===== config.mk =====
export PLATFORM = sky130hd
export DESIGN_NAME = fwd_bypass_unit
export DESIGN_NICKNAME = d
export VERILOG_FILES = /design/src/rtl/fwd_bypass_unit.sv
export SDC_FILE = /design/constraint.sdc
export NUM_CORES = 1
export LEC_CHECK = 0
export BUFFER_PORTS_ARGS = -buffer_cell sky130_fd_sc_hd__buf_2
export CAP_MARGIN = 20
export CORE_MARGIN = 4
export CORE_UTILIZATION = 45
export CTS_CLUSTER_DIAMETER = 60
export DETAILED_ROUTE_END_ITERATION = 7
export GPL_TIMING_DRIVEN = 0
export HOLD_SLACK_MARGIN = 0.15
export PLACE_DENSITY = 0.74
export SLEW_MARGIN = 20
export SYNTH_ARGS = -nofsm -noshare
export SYNTH_HDL_FRONTEND = slang
export SYNTH_SLANG_ARGS = --single-unit

===== constraint.sdc =====
create_clock -name clk -period 6.6 [get_ports clk]
set_input_delay 0.99 -clock clk [delete_from_list [all_inputs] [get_ports clk]]
set_output_delay 0.99 -clock clk [all_outputs]
set_load 0.01 [all_outputs]

===== src/rtl/fwd_bypass_unit.sv =====
// -----------------------------------------------------------------------------
// fwd_bypass_unit
//
// Operand-select / forwarding unit for the pipelined CPU. It sits between the
// D-stage GRF reads and the E-stage operand registers. It tracks in-flight
// register writes in a DEPTH-entry shift pipeline. Entry 0 is the youngest (E)
// and entry DEPTH-1 is the oldest (W).
//
// Each read port receives one of the following:
//   - the youngest matching in-flight value;
//   - the raw GRF value, when nothing matches;
//   - a stall request, when the youngest matching producer has no data yet.
//
// Ports:
//   clk          rising-edge clock
//   reset        synchronous, active-low (0 = flush at next clk edge)
//   issue_valid  D-stage instruction present
//   issue_a3     its destination register (0 = no write)
//   issue_rdy    its result is already known at issue
//   issue_wd     that result (only used when issue_rdy)
//   fill_en      bit k: entry k's result is produced this cycle
//   fill_data    slice k: result for entry k
//   rd_a         read addresses, AW bits per port
//   rd_grf       raw GRF read data, WIDTH bits per port
//   rd_data      selected operand per port (combinational)
//   stall        hold D/F, bubble into E (combinational)
//   retire_en    oldest entry writes the GRF this cycle
//   retire_a3    its address (0 when retire_en=0)
//   retire_wd    its data (0 when retire_en=0)
//   retire_err   sticky: an unfilled write reached the oldest entry
//   stall_cnt    saturating count of stall cycles
// -----------------------------------------------------------------------------
module fwd_bypass_unit #(
  parameter int WIDTH = 32,
  parameter int AW    = 5,
  parameter int DEPTH = 3,
  parameter int NRD   = 2
) (
  input  logic                   clk,
  input  logic                   reset,
  input  logic                   issue_valid,
  input  logic [AW-1:0]          issue_a3,
  input  logic                   issue_rdy,
  input  logic [WIDTH-1:0]       issue_wd,
  input  logic [DEPTH-1:0]       fill_en,
  input  logic [DEPTH*WIDTH-1:0] fill_data,
  input  logic [NRD*AW-1:0]      rd_a,
  input  logic [NRD*WIDTH-1:0]   rd_grf,
  output logic [NRD*WIDTH-1:0]   rd_data,
  output logic                   stall,
  output logic                   retire_en,
  output logic [AW-1:0]          retire_a3,
  output logic [WIDTH-1:0]       retire_wd,
  output logic                   retire_err,
  output logic [31:0]            stall_cnt
);

  // In-flight entry fields
  logic [DEPTH-1:0] v_reg;
  logic [DEPTH-1:0] rdy_reg;
  logic [AW-1:0]    a3_reg   [DEPTH];
  logic [WIDTH-1:0] data_reg [DEPTH];

  logic [NRD-1:0]   stall_req;
  logic             retire_err_reg;
  logic [31:0]      stall_cnt_reg;

  genvar gi;

  // ---------------------------------------------------------------------------
  // Per-port match and select
  // ---------------------------------------------------------------------------
  generate
    for (gi = 0; gi < NRD; gi++) begin : g_port
      logic [AW-1:0]    port_a;
      logic             hit;
      logic             hit_rdy;
      logic [WIDTH-1:0] hit_data;

      assign port_a = rd_a[gi*AW +: AW];

      // Scan from the oldest entry to the youngest.
      // The last hit overwrites the earlier ones, so the youngest match wins.
      // An older ready value can therefore never mask a younger unready one.
      always_comb begin
        hit      = 1'b0;
        hit_rdy  = 1'b0;
        hit_data = '0;
        for (int k = DEPTH - 1; k >= 0; k--) begin
          if (v_reg[k] && (a3_reg[k] != '0) && (a3_reg[k] == port_a)) begin
            hit      = 1'b1;
            hit_rdy  = rdy_reg[k];
            hit_data = data_reg[k];
          end
        end
      end

      // Hits imply port_a != 0, so register 0 never requests a stall.
      assign stall_req[gi] = hit & ~hit_rdy;

      assign rd_data[gi*WIDTH +: WIDTH] =
        (port_a == '0)     ? '0       :
        (hit && hit_rdy)   ? hit_data :
                             rd_grf[gi*WIDTH +: WIDTH];
    end
  endgenerate

  assign stall = issue_valid & (|stall_req);

  // ---------------------------------------------------------------------------
  // Entry 0: takes the issuing instruction, or a bubble while stalled
  // ---------------------------------------------------------------------------
  always_ff @(posedge clk) begin
    if (!reset) begin
      v_reg[0]    <= 1'b0;
      a3_reg[0]   <= '0;
      rdy_reg[0]  <= 1'b0;
      data_reg[0] <= '0;
    end else if (stall) begin
      v_reg[0]    <= 1'b0;
      a3_reg[0]   <= '0;
      rdy_reg[0]  <= 1'b0;
      data_reg[0] <= '0;
    end else begin
      v_reg[0]    <= issue_valid;
      a3_reg[0]   <= issue_a3;
      rdy_reg[0]  <= issue_rdy;
      data_reg[0] <= issue_rdy ? issue_wd : '0;
    end
  end

  // ---------------------------------------------------------------------------
  // Entries 1..DEPTH-1: unconditional shift.
  // A fill lands on the entry as it moves, so it becomes visible to
  // forwarding one cycle after fill_en.
  // ---------------------------------------------------------------------------
  generate
    for (gi = 1; gi < DEPTH; gi++) begin : g_shift
      always_ff @(posedge clk) begin
        if (!reset) begin
          v_reg[gi]    <= 1'b0;
          a3_reg[gi]   <= '0;
          rdy_reg[gi]  <= 1'b0;
          data_reg[gi] <= '0;
        end else begin
          v_reg[gi]  <= v_reg[gi-1];
          a3_reg[gi] <= a3_reg[gi-1];
          if (fill_en[gi-1] && v_reg[gi-1]) begin
            rdy_reg[gi]  <= 1'b1;
            data_reg[gi] <= fill_data[(gi-1)*WIDTH +: WIDTH];
          end else begin
            rdy_reg[gi]  <= rdy_reg[gi-1];
            data_reg[gi] <= data_reg[gi-1];
          end
        end
      end
    end
  endgenerate

  // The oldest entry leaves the pipeline at the next edge.
  // A fill aimed at it has nowhere to land.
  logic unused_fill;
  assign unused_fill = ^{fill_en[DEPTH-1], fill_data[(DEPTH-1)*WIDTH +: WIDTH]};

  // ---------------------------------------------------------------------------
  // Retire from the oldest entry
  // ---------------------------------------------------------------------------
  logic oldest_writes;
  assign oldest_writes = v_reg[DEPTH-1] & (a3_reg[DEPTH-1] != '0);

  assign retire_en = oldest_writes & rdy_reg[DEPTH-1];
  assign retire_a3 = retire_en ? a3_reg[DEPTH-1]   : '0;
  assign retire_wd = retire_en ? data_reg[DEPTH-1] : '0;

  always_ff @(posedge clk) begin
    if (!reset) begin
      retire_err_reg <= 1'b0;
    end else if (oldest_writes && !rdy_reg[DEPTH-1]) begin
      retire_err_reg <= 1'b1;
    end
  end

  assign retire_err = retire_err_reg;

  // ---------------------------------------------------------------------------
  // Stall cycle counter; it sticks at all-ones instead of wrapping.
  // ---------------------------------------------------------------------------
  always_ff @(posedge clk) begin
    if (!reset) begin
      stall_cnt_reg <= '0;
    end else if (stall && (stall_cnt_reg != 32'hFFFF_FFFF)) begin
      stall_cnt_reg <= stall_cnt_reg + 32'd1;
    end
  end

  assign stall_cnt = stall_cnt_reg;

endmodule


==> summary.txt, run 1 <==
Synthesis
  • Count of state elements after synthesis: 150
  • Cell Area, Synth: 0.008920 mm^2
  • Asr flop ratio synth: 0%
  • Synth warn: 0
  • Avg Cell Area, Syn: 9.019 um^2
  • Cells after Synth: 989
  • Netlist cell types: 49
  • Post-synth EDFFs: 101
  • Primary FF master, synth: edfxtp_1
  • Sequential-to-total area share from yosys stat: 45.00%

Die
  • Die width: 148.8 um
  • Die ar.: 0.02214 mm^2
  • # rows: 51
  • Die Height: 148.8 um
  • I/O pins: 350
  • Core Footprint: 0.01946 mm^2
  • Starting Density: 45.83%

Place
  • DP Area: 0.01122 mm^2
  • Hpwl dp: 24,420 um
  • Cells after DPL: 1,670
  • # port buffers: 316
  • Routability cong.: 0.9185

Critical path
  • Worst setup SP type: flip-flop
  • Worst setup EP type: output port
  • Kind of critical path: reg -> out
  • Crit path max fanout: 10
  • Terminus of the critical flop-to-flop path: data_reg[0][19]$_SDFFCE_PN0P_
  • Critical path required time: 5.61 ns
  • R2R Path Start: a3_reg[0][2]$_SDFFCE_PN0P_
  • R2R cell count: 9
  • R2r setup slk: 3.15 ns
  • Crit path arrival time: 4.40 ns

Worst hold path
  • WHS Endpoint: stall_cnt[26]$_SDFFE_PN0P_
  • Hold path cells: 2
  • Worst hold start: stall_cnt[26]$_SDFFE_PN0P_
  • Worst Hold Class: reg -> reg

Finish
  • Max reg flops: 96
  • Share of cells above drive strength 1: 25.03%
  • Final core utilization: 60.59%
  • Layout Nets: 1,640
  • Final non-filler cell total: 1,704
  • Design area: 0.01179 mm^2
  • P&R area growth vs syn: 32.19%

Timing
  • Rel. slew slack: 29.15%
  • Fin crit period: 5.394 ns
  • Slew @ Worst Pin: 1.055 ns
  • Count of final setup violators: 0
  • Fin Clk Skew: 0.008303 ns
  • Hold Vio Cnt, Final: 0
  • Max-slew violations: 0
  • F_max: 185.4 MHz
  • Period utilization: 81.73%
  • RSZ-0062 raised after global routing: no
  • Fin Setup TNS: 0 ns
  • Hold Slack: 0.4890 ns

Routing
  • WL/cell: 19.28 um
  • Via count: 9,364
  • Number of DRC markers in iteration 0: 600
  • DRC viols: 0
  • Antenna-violating nets left: 0
  • Initial DRT Pass Iterations: 5
  • Final WL: 32,860 um
  • Vias/cell: 5.495

Power
  • Switching Share: 24.83%
  • Int Pwr: 1692 uW
  • Logic pwr share: 10.5%
  • Switch Pwr: 559.1 uW
  • P per Cell Area: 191.0 mW/mm^2
  • Sequential group share of total power: 48.3%
  • Leak pwr: 0.005084 uW
  • Clock network power share: 41.2%
  • VDD IR max: 0.1737 mV

Global routing
  • Pin count of the biggest net entering global routing: 17
  • Number of global-route vias before repair: 9,087
  • First-pass GRT wire length: 48,680 um
  • Total global routing overflow: 0
  • Initial antenna violation count: 8
  • Tot GR Track Use: 28.49%

CTS
  • TritonCTS clock tree: yes
  • Skew-Pair Late Insertion Delay: 0.42 ns
  • Cells resized by post-CTS repair: 0
  • Root Driver: clkbuf_16
  • H-tree Lvls: 4
  • Worst-path clk slew: 0.06 ns
  • Setup bufs post-CTS: 0
  • Clk sinks: 150
  • Bufs on Longest Clock Path: 2
  • # hold bufs at CTS: 0
  • CTS buffer count: 17

Job
  • Max cap viols: 0

Outcome
  • Outcome: finished clean
## per-stage QoR
step	total power [uW]	worst slack (ns)
6_report	2252	1.206
3_5_place_dp	1340	1.374
5_1_grt	2342	0.9370
4_1_cts	2261	1.248
3_3_place_gp	1333	1.147
2_1_floorplan	1213	2.750
## worst max-delay path: stages, from the launching register on
cell and delay (ns):
dfxtp_1 0.34, or4_1 0.56, o21ai_0 0.22, nor3_2 0.16
nor3_1 0.87, a22oi_1 0.19, a21oi_1 0.54, clkbuf_1 0.48
o211ai_1 0.27, a21oi_1 0.19, buf_2 0.16
## layout by cell type, fill, tap and decap left out, types with 26 or more instances in the layout
| cell | netlist | final |
|---|---|---|
| buf_2 | 3 | 319 |
| a22oi_1 | 34 | 34 |
| nor2_1 | 55 | 55 |
| and2_1 | 78 | 78 |
| clkbuf_1 | 71 | 73 |
| dfxtp_1 | 49 | 49 |
| a22o_1 | 32 | 32 |
| o21ai_0 | 46 | 46 |
| nand2_1 | 153 | 153 |
| a221o_1 | 32 | 32 |
| o211ai_1 | 32 | 32 |
| edfxtp_1 | 101 | 101 |
| a21oi_1 | 84 | 84 |
| mux2i_1 | 40 | 40 |
| nand3_1 | 26 | 26 |
| conb_1 | 1 | 101 |
## layout make-up
class	count	area, um^2
antenna	1	2.502
buffer	79	315.3
clock buffer	23	499.2
clock inverter	9	66.31
fill	1765	7671
inverter	7	26.28
multi-input combinational	853	4950
sequential	150	4014
tap	265	331.6
timing repair buffer	317	1587
## power by group through the flow
stage / logic (uW) / clock network (uW) / registers, uW
after detailed placement: 233 / 0 / 1110
after global routing: 262 / 988 / 1090
after floorplan: 119 / 0 / 1090
after global placement: 229 / 0 / 1100
after CTS: 235 / 940 / 1090
final: 237 / 927 / 1090
## cells by family (layout without fill, tap and decap cells)
kind of cell	after synthesis	after routing	share of synthesized area, %
flops	150	150	45.00
compound gates	281	281	21.32
mux	40	40	4.489
other cells	1	102	0.04204
fa+ha+maj	1	1	0.1402
xor+xnor	33	33	3.240
simple gates	397	397	21.94
buf+inv	86	435	3.829
## cell usage after synthesis (34+ instances only)
cell type | number | area share, %
mux2i_1 | 40 | 4.5
a21oi_1 | 84 | 4.7
nand2_1 | 153 | 6.4
dfxtp_1 | 49 | 11
a22oi_1 | 34 | 2.9
edfxtp_1 | 101 | 34
o21ai_0 | 46 | 2.6
nor2_1 | 55 | 2.3
and2_1 | 78 | 5.5
clkbuf_1 | 71 | 3.0
## worst max-delay path by stage
stage                                  startpoint           to  slack (ns)  depth (start not counted)
after floorplan                           rd_a[0]  rd_data[10]        2.75                          9
after global placement                    rd_a[0]  rd_data[12]        1.15                         11
final                     a3_reg[1][1]$_SDFF_PN0_  rd_data[30]        1.21                         10
after CTS                 a3_reg[1][1]$_SDFF_PN0_  rd_data[30]        1.25                         10
after detailed placement                  rd_a[3]  rd_data[30]        1.37                         11
after global routing      a3_reg[1][1]$_SDFF_PN0_  rd_data[30]        0.94                         10
## per-layer routing
metal / GRT usage (%) / part of all wire, % / vias up
met5: 0 / 0.37 / -
met3: 6.928 / 9.6 / 93
li1: - / - / 4406
met2: 48.15 / 48 / 445
met1: 35.04 / 38 / 4404
met4: 11.81 / 3.5 / 16
Power figures use the tool's default switching activity.
==> inputs of run 2 (changes only) <==
--- a/config.mk
+++ b/config.mk
@@ -5,6 +5,7 @@
 export SDC_FILE = /design/constraint.sdc
 export NUM_CORES = 1
 export LEC_CHECK = 0
+export ABC_AREA = 1
 export BUFFER_PORTS_ARGS = -buffer_cell sky130_fd_sc_hd__buf_2
 export CAP_MARGIN = 20
 export CORE_MARGIN = 4
@@ -13,7 +14,7 @@
 export DETAILED_ROUTE_END_ITERATION = 7
 export GPL_TIMING_DRIVEN = 0
 export HOLD_SLACK_MARGIN = 0.15
-export PLACE_DENSITY = 0.74
+export PLACE_DENSITY = 0.72
 export SLEW_MARGIN = 20
 export SYNTH_ARGS = -nofsm -noshare
 export SYNTH_HDL_FRONTEND = slang
==> constraint.sdc (replaced) <==
create_clock -name clk -period 5 [get_ports clk]
set_input_delay 0.75 -clock clk [delete_from_list [all_inputs] [get_ports clk]]
set_output_delay 0.75 -clock clk [all_outputs]
set_load 0.01 [all_outputs]
==> run 2 against run 1 <==
Largest power group unchanged. Largest cell class unchanged. Highest routed layer unchanged. Area after synthesis is 12% higher. Sequential power is 30% higher. Sequential share of layout area is 2.8 points lower. Hold slack worse by 0.025 ns. Cell area is 9.0% higher. Critical endpoint is now rd_data[16]. Count of clock-buffer cells in the layout is 4 lower. Total power is 40% higher.
==> summary.txt, run 2 <==
Outcome
  • Outcome: finished clean

Synthesis
  • Count leader, synth: nor2_1
  • Area fraction in compound gates after synthesis: 17.90% (-3.4 points)
  • Top-area cell type share of the netlist area: 30.45% (-3.5 points)
  • Count of state elements after synthesis: 150 (unchanged)
  • Largest family of logic cells by synthesized area: simple AND/OR/NAND/NOR gates
  • Asr flop ratio synth: 0% (unchanged)
  • Most frequent cells after synthesis: 251 x nor2_1, 222 x inv_1, 159 x o21ai_0
  • Area leader, netlist: edfxtp_1
  • Avg Cell Area, Syn: 7.044 um^2 (-22%)
  • XOR/XNOR share of the synthesized area: 2.198% (-1.0 points)
  • Netlist cell types: 38 (-22%)
  • Cell Area, Synth: 0.009960 mm^2 (+12%)
  • Sequential-to-total area share from yosys stat: 40.30% (-4.7 points)
  • Cells after Synth: 1,414 (+43%)
  • Post-synth EDFFs: 101 (unchanged)
  • Mux cell area share after synthesis: 0% (-4.5 points)
  • Synthesized-area fraction occupied by adder cells: 0.1256% (-0.015 points)
  • Primary FF master, synth: edfxtp_1
  • Synth top area cells: edfxtp_1 30%, dfxtp_1 9.8%, nor2_1 9.5%
  • Simple-gate area share of the yosys netlist: 26.55% (+4.6 points)
  • Synth warn: 0 (unchanged)

Power
  • Switching Share: 26.44% (+1.6 points)
  • P per Cell Area: 244.5 mW/mm^2 (+28%)
  • Leak pwr: 0.006379 uW (+25%)
  • Int Pwr: 2311 uW (+37%)
  • Logic pwr share: 12.8% (+2.3 points)
  • Sequential group share of total power: 45.3% (-3.0 points)
  • VDD IR max: 0.2090 mV (+20%)
  • Clock network power share: 42.0% (+0.8 points)
  • Switch Pwr: 830.6 uW (+49%)

Finish
  • Max reg flops: 96 (unchanged)
  • # fillers: 2,167 (+23%)
  • FF/Latch Area: 0.004014 mm^2 (unchanged)
  • Multi-input logic area: 0.005037 mm^2 (+1.8%)
  • P&R area growth vs syn: 29.02%
  • Layout Nets: 2,061 (+26%)
  • Most common cell after layout, fill and taps aside: buf_2
  • Final core utilization: 58.88% (-1.7 points)
  • Share of cells above drive strength 1: 23.56% (-1.5 points)
  • Most frequent cells in the layout: 328 x buf_2, 251 x nor2_1, 222 x inv_1

Timing
  • Max-slew violations: 0 (unchanged)
  • Fin crit period: 3.660 ns
  • Rel. slew slack: 49.54% (+20 points)
  • Min setup slack post-route: 1.340 ns (+0.1347 ns)
  • Fin Setup TNS: 0 ns (unchanged)
  • RSZ-0062 raised after global routing: no
  • Count of final setup violators: 0 (unchanged)
  • Slew @ Worst Pin: 0.7569 ns (-0.2977 ns)
  • Hold Vio Cnt, Final: 0 (unchanged)
  • F_max: 273.3 MHz
  • Period utilization: 73.19%
  • Fin Clk Skew: 0.01404 ns (+0.005739 ns)

Worst hold path
  • Hold path cells: 2 (unchanged)
  • Worst hold start: a3_reg[1][2]$_SDFF_PN0_
  • WHS Endpoint: a3_reg[2][2]$_SDFF_PN0_
  • Worst Hold Class: reg -> reg

Die
  • I/O pins: 350 (unchanged)
  • Die ar.: 0.02458 mm^2 (+11%)
  • Die width: 156.8 um (+5.4%)
  • Core Footprint: 0.02182 mm^2 (+12%)
  • # rows: 54 (+5.9%)
  • Starting Density: 45.64% (-0.19 points)
  • Die Height: 156.8 um (+5.4%)

Routing
  • DRC viols: 0 (unchanged)
  • Via count: 11.21k (+20%)
  • WL/cell: 17.76 um (-7.9%)
  • Antenna-violating nets left: 0 (unchanged)
  • Vias/cell: 5.232 (-4.8%)
  • Final WL: 38,040 um (+16%)
  • Number of DRC markers in iteration 0: 904 (+51%)
  • Initial DRT Pass Iterations: 5 (unchanged)

CTS
  • Setup bufs post-CTS: 0 (unchanged)
  • Clk sinks: 150 (unchanged)
  • Skew-Pair Late Insertion Delay: 0.43 ns (about the same)
  • Cells resized by post-CTS repair: 0 (unchanged)
  • TritonCTS clock tree: yes
  • CTS buffer count: 17 (unchanged)
  • H-tree Lvls: 4 (unchanged)
  • Root Driver: clkbuf_16
  • Bufs on Longest Clock Path: 2 (unchanged)
  • # hold bufs at CTS: 0 (unchanged)
  • Worst-path clk slew: 0.06 ns (about the same)

Critical path
  • R2R cell count: 11 (+2)
  • Terminus of the critical flop-to-flop path: data_reg[0][0]$_SDFFCE_PN0P_
  • R2R Path Start: a3_reg[0][1]$_SDFFCE_PN0P_
  • Critical path required time: 4.25 ns (-1.36 ns)
  • Worst setup EP type: output port
  • Worst setup SP type: input pin
  • Crit path max fanout: 10 (unchanged)
  • R2r setup slk: 2.56 ns (-0.59 ns)
  • Crit path arrival time: 2.91 ns (-1.49 ns)
  • Kind of critical path: in -> out

Global routing
  • Initial antenna violation count: 4 (-4)
  • First-pass GRT wire length: 57,210 um (+18%)
  • Tot GR Track Use: 30.09% (+1.6 points)
  • Number of global-route vias before repair: 10.56k (+16%)
  • Total global routing overflow: 0 (unchanged)
  • Pin count of the biggest net entering global routing: 17 (unchanged)

Place
  • DP Worst Slack: 1.389 ns (+0.01481 ns)
  • # port buffers: 313 (-0.95%)
  • Hpwl dp: 28,620 um (+17%)
  • Routability cong.: 0.9381 (+2.1%)

Job
  • Max cap viols: 0 (unchanged)
## run 2: worst max-delay path by stage
| stage | to | startpoint | cells after the start |
|---|---|---|---|
| finish | rd_data[16] | rd_a[4] | 13 |
| global route | rd_data[16] | a3_reg[0][2]$_SDFFCE_PN0P_ | 11 |
| CTS | rd_data[16] | a3_reg[0][2]$_SDFFCE_PN0P_ | 11 |
| detailed placement | rd_data[16] | rd_a[4] | 13 |
| global placement | rd_data[16] | rd_a[0] | 11 |
| floorplan | rd_data[53] | rd_a[6] | 9 |
## run 2: layer usage
layer | up-vias | global-route usage (%) | wire (um)
met5 | - | 0 | 13
met4 | 2 | 11.07 | 1107
met3 | 87 | 5.780 | 3563
met2 | 597 | 50.63 | 18350
met1 | 5115 | 38.54 | 15000
li1 | 5406 | - | -
## run 2: cell type report
| cell class | count | area share, % |
|---|---|---|
| multi-input cells | 1040 | 39.20 |
| flip-flops and latches | 150 | 31.24 |
| repair buffers | 313 | 12.19 |
| inverters | 237 | 6.923 |
| clock buffers | 19 | 3.612 |
| plain buffers | 87 | 3.067 |
| well taps | 280 | 2.726 |
| clock inverters | 13 | 0.9834 |
| diodes | 3 | 0.05842 |
## run 2: cell families after synthesis
group	Yosys count
XOR/XNOR	25
adder cells (fa/ha/maj)	1
AO/OA/AOI/OAI	330
buffers and inverters	324
AND/OR/NAND/NOR	583
flip-flops	150
other	1
## run 2: per-stage QoR
stage	hold slack [ns]	power [uW]	cells	cell area (um^2)
3_3_place_gp	0.4487	1833	2107	12250
6_report	0.4642	3142	2142	12850
2_1_floorplan	0.4204	1652	1514	10330
5_1_grt	0.4827	3251	2142	12850
3_5_place_dp	0.4573	1841	2107	12250
4_1_cts	0.4632	3147	2139	12840
## run 2: power by group through the flow
stage               registers (uW)  logic [uW]  clock network (uW)
finish                        1420         401                1320
global route                  1430         445                1380
CTS                           1420         395                1330
detailed placement            1450         393                   0
global placement              1450         388                   0
floorplan                     1440         214                   0
## run 2: critical path, cell delays in order
cell and delay (ns):
buf_2 0.14, nand2_1 0.07, o21ai_1 0.07, inv_2 0.05
nand2_1 0.05, nor2_2 0.13, nand3_2 0.22, nand3_1 0.32
clkbuf_1 0.51, nor2_1 0.08, o22ai_1 0.24, a21oi_1 0.11
buf_2 0.16
==> inputs of run 3 (changes only) <==
--- a/config.mk
+++ b/config.mk
@@ -5,7 +5,7 @@
 export SDC_FILE = /design/constraint.sdc
 export NUM_CORES = 1
 export LEC_CHECK = 0
-export ABC_AREA = 1
+export ABC_AREA = 0
 export BUFFER_PORTS_ARGS = -buffer_cell sky130_fd_sc_hd__buf_2
 export CAP_MARGIN = 20
 export CORE_MARGIN = 4
@@ -14,7 +14,7 @@
 export DETAILED_ROUTE_END_ITERATION = 7
 export GPL_TIMING_DRIVEN = 0
 export HOLD_SLACK_MARGIN = 0.15
-export PLACE_DENSITY = 0.72
+export PLACE_DENSITY = 0.77
 export SLEW_MARGIN = 20
 export SYNTH_ARGS = -nofsm -noshare
 export SYNTH_HDL_FRONTEND = slang
==> constraint.sdc (replaced) <==
create_clock -name clk -period 3.14 [get_ports clk]
set_input_delay 0.471 -clock clk [delete_from_list [all_inputs] [get_ports clk]]
set_output_delay 0.471 -clock clk [all_outputs]
set_load 0.01 [all_outputs]
==> run 3 against run 2 <==
Critical path type is now reg -> out. Cell area hardly changed. Via count fell by 13%. Largest cell class unchanged. Sequential share of layout area about the same. The flow now finishes with violations (negative setup slack). Register-to-register slack got worse by 2.6 ns. Sequential power up 61%. First-iteration DRC count shrank 25%. Utilization rose by 7.2 points.
==> summary.txt, run 3 (synthesis gave the netlist of run 1 again) <==
Outcome
  • Outcome: finished with violations
  • Failing checks: negative setup slack

Global routing
  • Initial antenna violation count: 7 (+3)
  • Pin count of the biggest net entering global routing: 17 (unchanged)
  • Number of global-route vias before repair: 9,341 (-12%)
  • First-pass GRT wire length: 50,130 um (-12%)
  • Tot GR Track Use: 29.31% (-0.78 points)
  • Total global routing overflow: 0 (unchanged)

Critical path
  • R2R cell count: 12 (+1)
  • Worst setup SP type: flip-flop
  • R2r setup slk: -0.08 ns (-2.64 ns)
  • R2R Path Start: a3_reg[1][2]$_SDFF_PN0_
  • Crit. Startpoint: a3_reg[1][2]$_SDFF_PN0_
  • Crit path max fanout: 7 (-3)
  • Kind of critical path: reg -> out
  • Crit path arrival time: 3.06 ns (+0.15 ns)
  • Terminus of the critical flop-to-flop path: stall_cnt[17]$_SDFFE_PN0P_
  • Worst setup endpoint: rd_data[44]
  • Worst setup EP type: output port
  • Critical path required time: 2.67 ns (-1.58 ns)

Power
  • Pwr Total: 4676 uW (+49%)
  • Leak pwr: 0.005580 uW (-13%)
  • VDD IR max: 0.3879 mV (+86%)
  • P per Cell Area: 363.7 mW/mm^2 (+49%)

Timing
  • Fin Clk Skew: 0.008237 ns (-0.005806 ns)
  • F_max: 283.2 MHz
  • Fin Setup TNS: -19.42 ns (-19.42 ns)
  • Fin crit period: 3.531 ns
  • Period utilization: 112.4%
  • Count of final setup violators: 76 (+76)
  • Max-slew violations: 0 (unchanged)
  • Slew @ Worst Pin: 0.9277 ns (+0.1708 ns)
  • Hold Vio Cnt, Final: 0 (unchanged)
  • Hold Slack: 0.3200 ns (-0.1442 ns)
  • RSZ-0062 raised after global routing: yes
  • Min setup slack post-route: -0.3906 ns (-1.731 ns)
  • Rel. slew slack: 37.93% (-12 points)

Finish
  • P&R area growth vs syn: 44.13%
  • Share of cells above drive strength 1: 34.21% (+11 points)
  • Layout Nets: 1,681 (-18%)
  • Most common cell after layout, fill and taps aside: buf_2
  • Most frequent cells in the layout: 315 x buf_2, 142 x nand2_1, 101 x edfxtp_1, 101 x conb_1, 78 x and2_1
  • Design area: 0.01286 mm^2 (about the same)
  • Max reg flops: 96 (unchanged)

Routing
  • Antenna-violating nets left: 0 (unchanged)
  • Final WL: 34,410 um (-9.5%)
  • WL/cell: 19.68 um (+11%)
  • Vias/cell: 5.578 (+6.6%)
  • DRC viols: 0 (unchanged)
  • Number of DRC markers in iteration 0: 680 (-25%)
  • Via count: 9,750 (-13%)
  • Initial DRT Pass Iterations: 5 (unchanged)

Die
  • # rows: 51 (-5.6%)
  • Die width: 148.8 um (-5.1%)
  • Core Footprint: 0.01946 mm^2 (-11%)
  • Die Height: 148.8 um (-5.1%)
  • I/O pins: 350 (unchanged)
  • Starting Density: 45.83% (+0.19 points)
  • Die ar.: 0.02214 mm^2 (-9.9%)

CTS
  • Worst-path clk slew: 0.06 ns (about the same)
  • TritonCTS clock tree: yes
  • CTS buffer count: 17 (unchanged)
  • # hold bufs at CTS: 0 (unchanged)
  • Skew-Pair Late Insertion Delay: 0.42 ns (about the same)
  • Root Driver: clkbuf_16
  • H-tree Lvls: 4 (unchanged)
  • Clk sinks: 150 (unchanged)
  • Bufs on Longest Clock Path: 2 (unchanged)

Worst hold path
  • Worst Hold Class: in -> reg
  • Worst hold start: issue_wd[14]

Place
  • Hpwl dp: 24,530 um (-14%)
  • DP Area: 0.01122 mm^2 (-8.4%)
  • Routability cong.: 0.9181 (-2.1%)
  • # port buffers: 316 (+0.96%)

Job
  • Max cap viols: 0 (unchanged)
run 3: changes by cell type in the layout (fill, tap and decap cells not counted), moves of 33 or more:
cell,delta
nand3_1,-49
o21ai_0,-140
and2_1,+78
a21oi_1,-37
o22ai_1,-33
nor2_1,-198
nor2_2,-33
mux2i_1,+37
inv_1,-216
run 3: cell type report:
class,count,area [um^2]
fill,1637,6606
multi-input combinational,853,5323
sequential,150,4020
timing repair buffer,360,2026
buffer,77,608.1
clock buffer,27,484.2
tap,265,331.6
clock inverter,5,27.53
inverter,7,26.28
antenna,4,10.01
run 3: power by group:
part,leakage (uW),switching [uW],internal [uW]
sequential,0.00144,80.0,2210
clock,0.000258,777,1050
combinational,0.00388,302,253
run 3: metal layers:
metal  vias up  track usage (%)  routed length (um)
met1      4627            35.59               13040
met4        12            11.44                1064
met2       528            50.08               16870
li1       4495                -                   -
met3        88            7.566                3341
met5         -                0                  84
run 3: repair_timing:
| action | in CTS | in global routing |
|---|---|---|
| setup endpoints to repair | 131 | 113 |
| buffers inserted | 33 | 9 |
| cloned | 1 | 2 |
| pin swaps | 24 | 31 |
| resized for setup | 143 | 90 |
run 3: critical path, stage by stage, from the launching register on:
cell	delay [ns]
dfxtp_4	0.34
or4_4	0.52
or2_4	0.25
and4_1	0.18
buf_6	0.14
nor3_4	0.17
a22oi_2	0.10
o21ai_4	0.17
buf_6	0.17
buf_12	0.14
mux2i_2	0.20
nor2_1	0.09
buf_2	0.17
run 3: metrics by stage:
| stage | util (%) | worst slack [ns] | std cells |
|---|---|---|---|
| 2_1_floorplan | - | 0.03165 | 1089 |
| 3_3_place_gp | 57.59 | -1.285 | 1670 |
| 3_5_place_dp | 57.67 | -1.226 | 1670 |
| 4_1_cts | 64.36 | -0.3719 | 1734 |
| 5_1_grt | 66.02 | -0.4972 | 1745 |
| 6_report | 66.06 | -0.3906 | 1748 |
run 3: how the worst min path moves through the flow:
stage,end,slack [ns],cells past startpoint
after floorplan,rdy_reg[1]$_SDFF_PN0_,0.47,1
after global placement,stall_cnt[28]$_SDFFE_PN0P_,0.47,2
after detailed placement,stall_cnt[28]$_SDFFE_PN0P_,0.49,2
after CTS,data_reg[0][6]$_SDFFCE_PN0P_,0.31,2
after global routing,data_reg[0][4]$_SDFFCE_PN0P_,0.32,2
final,data_reg[0][14]$_SDFFCE_PN0P_,0.32,2
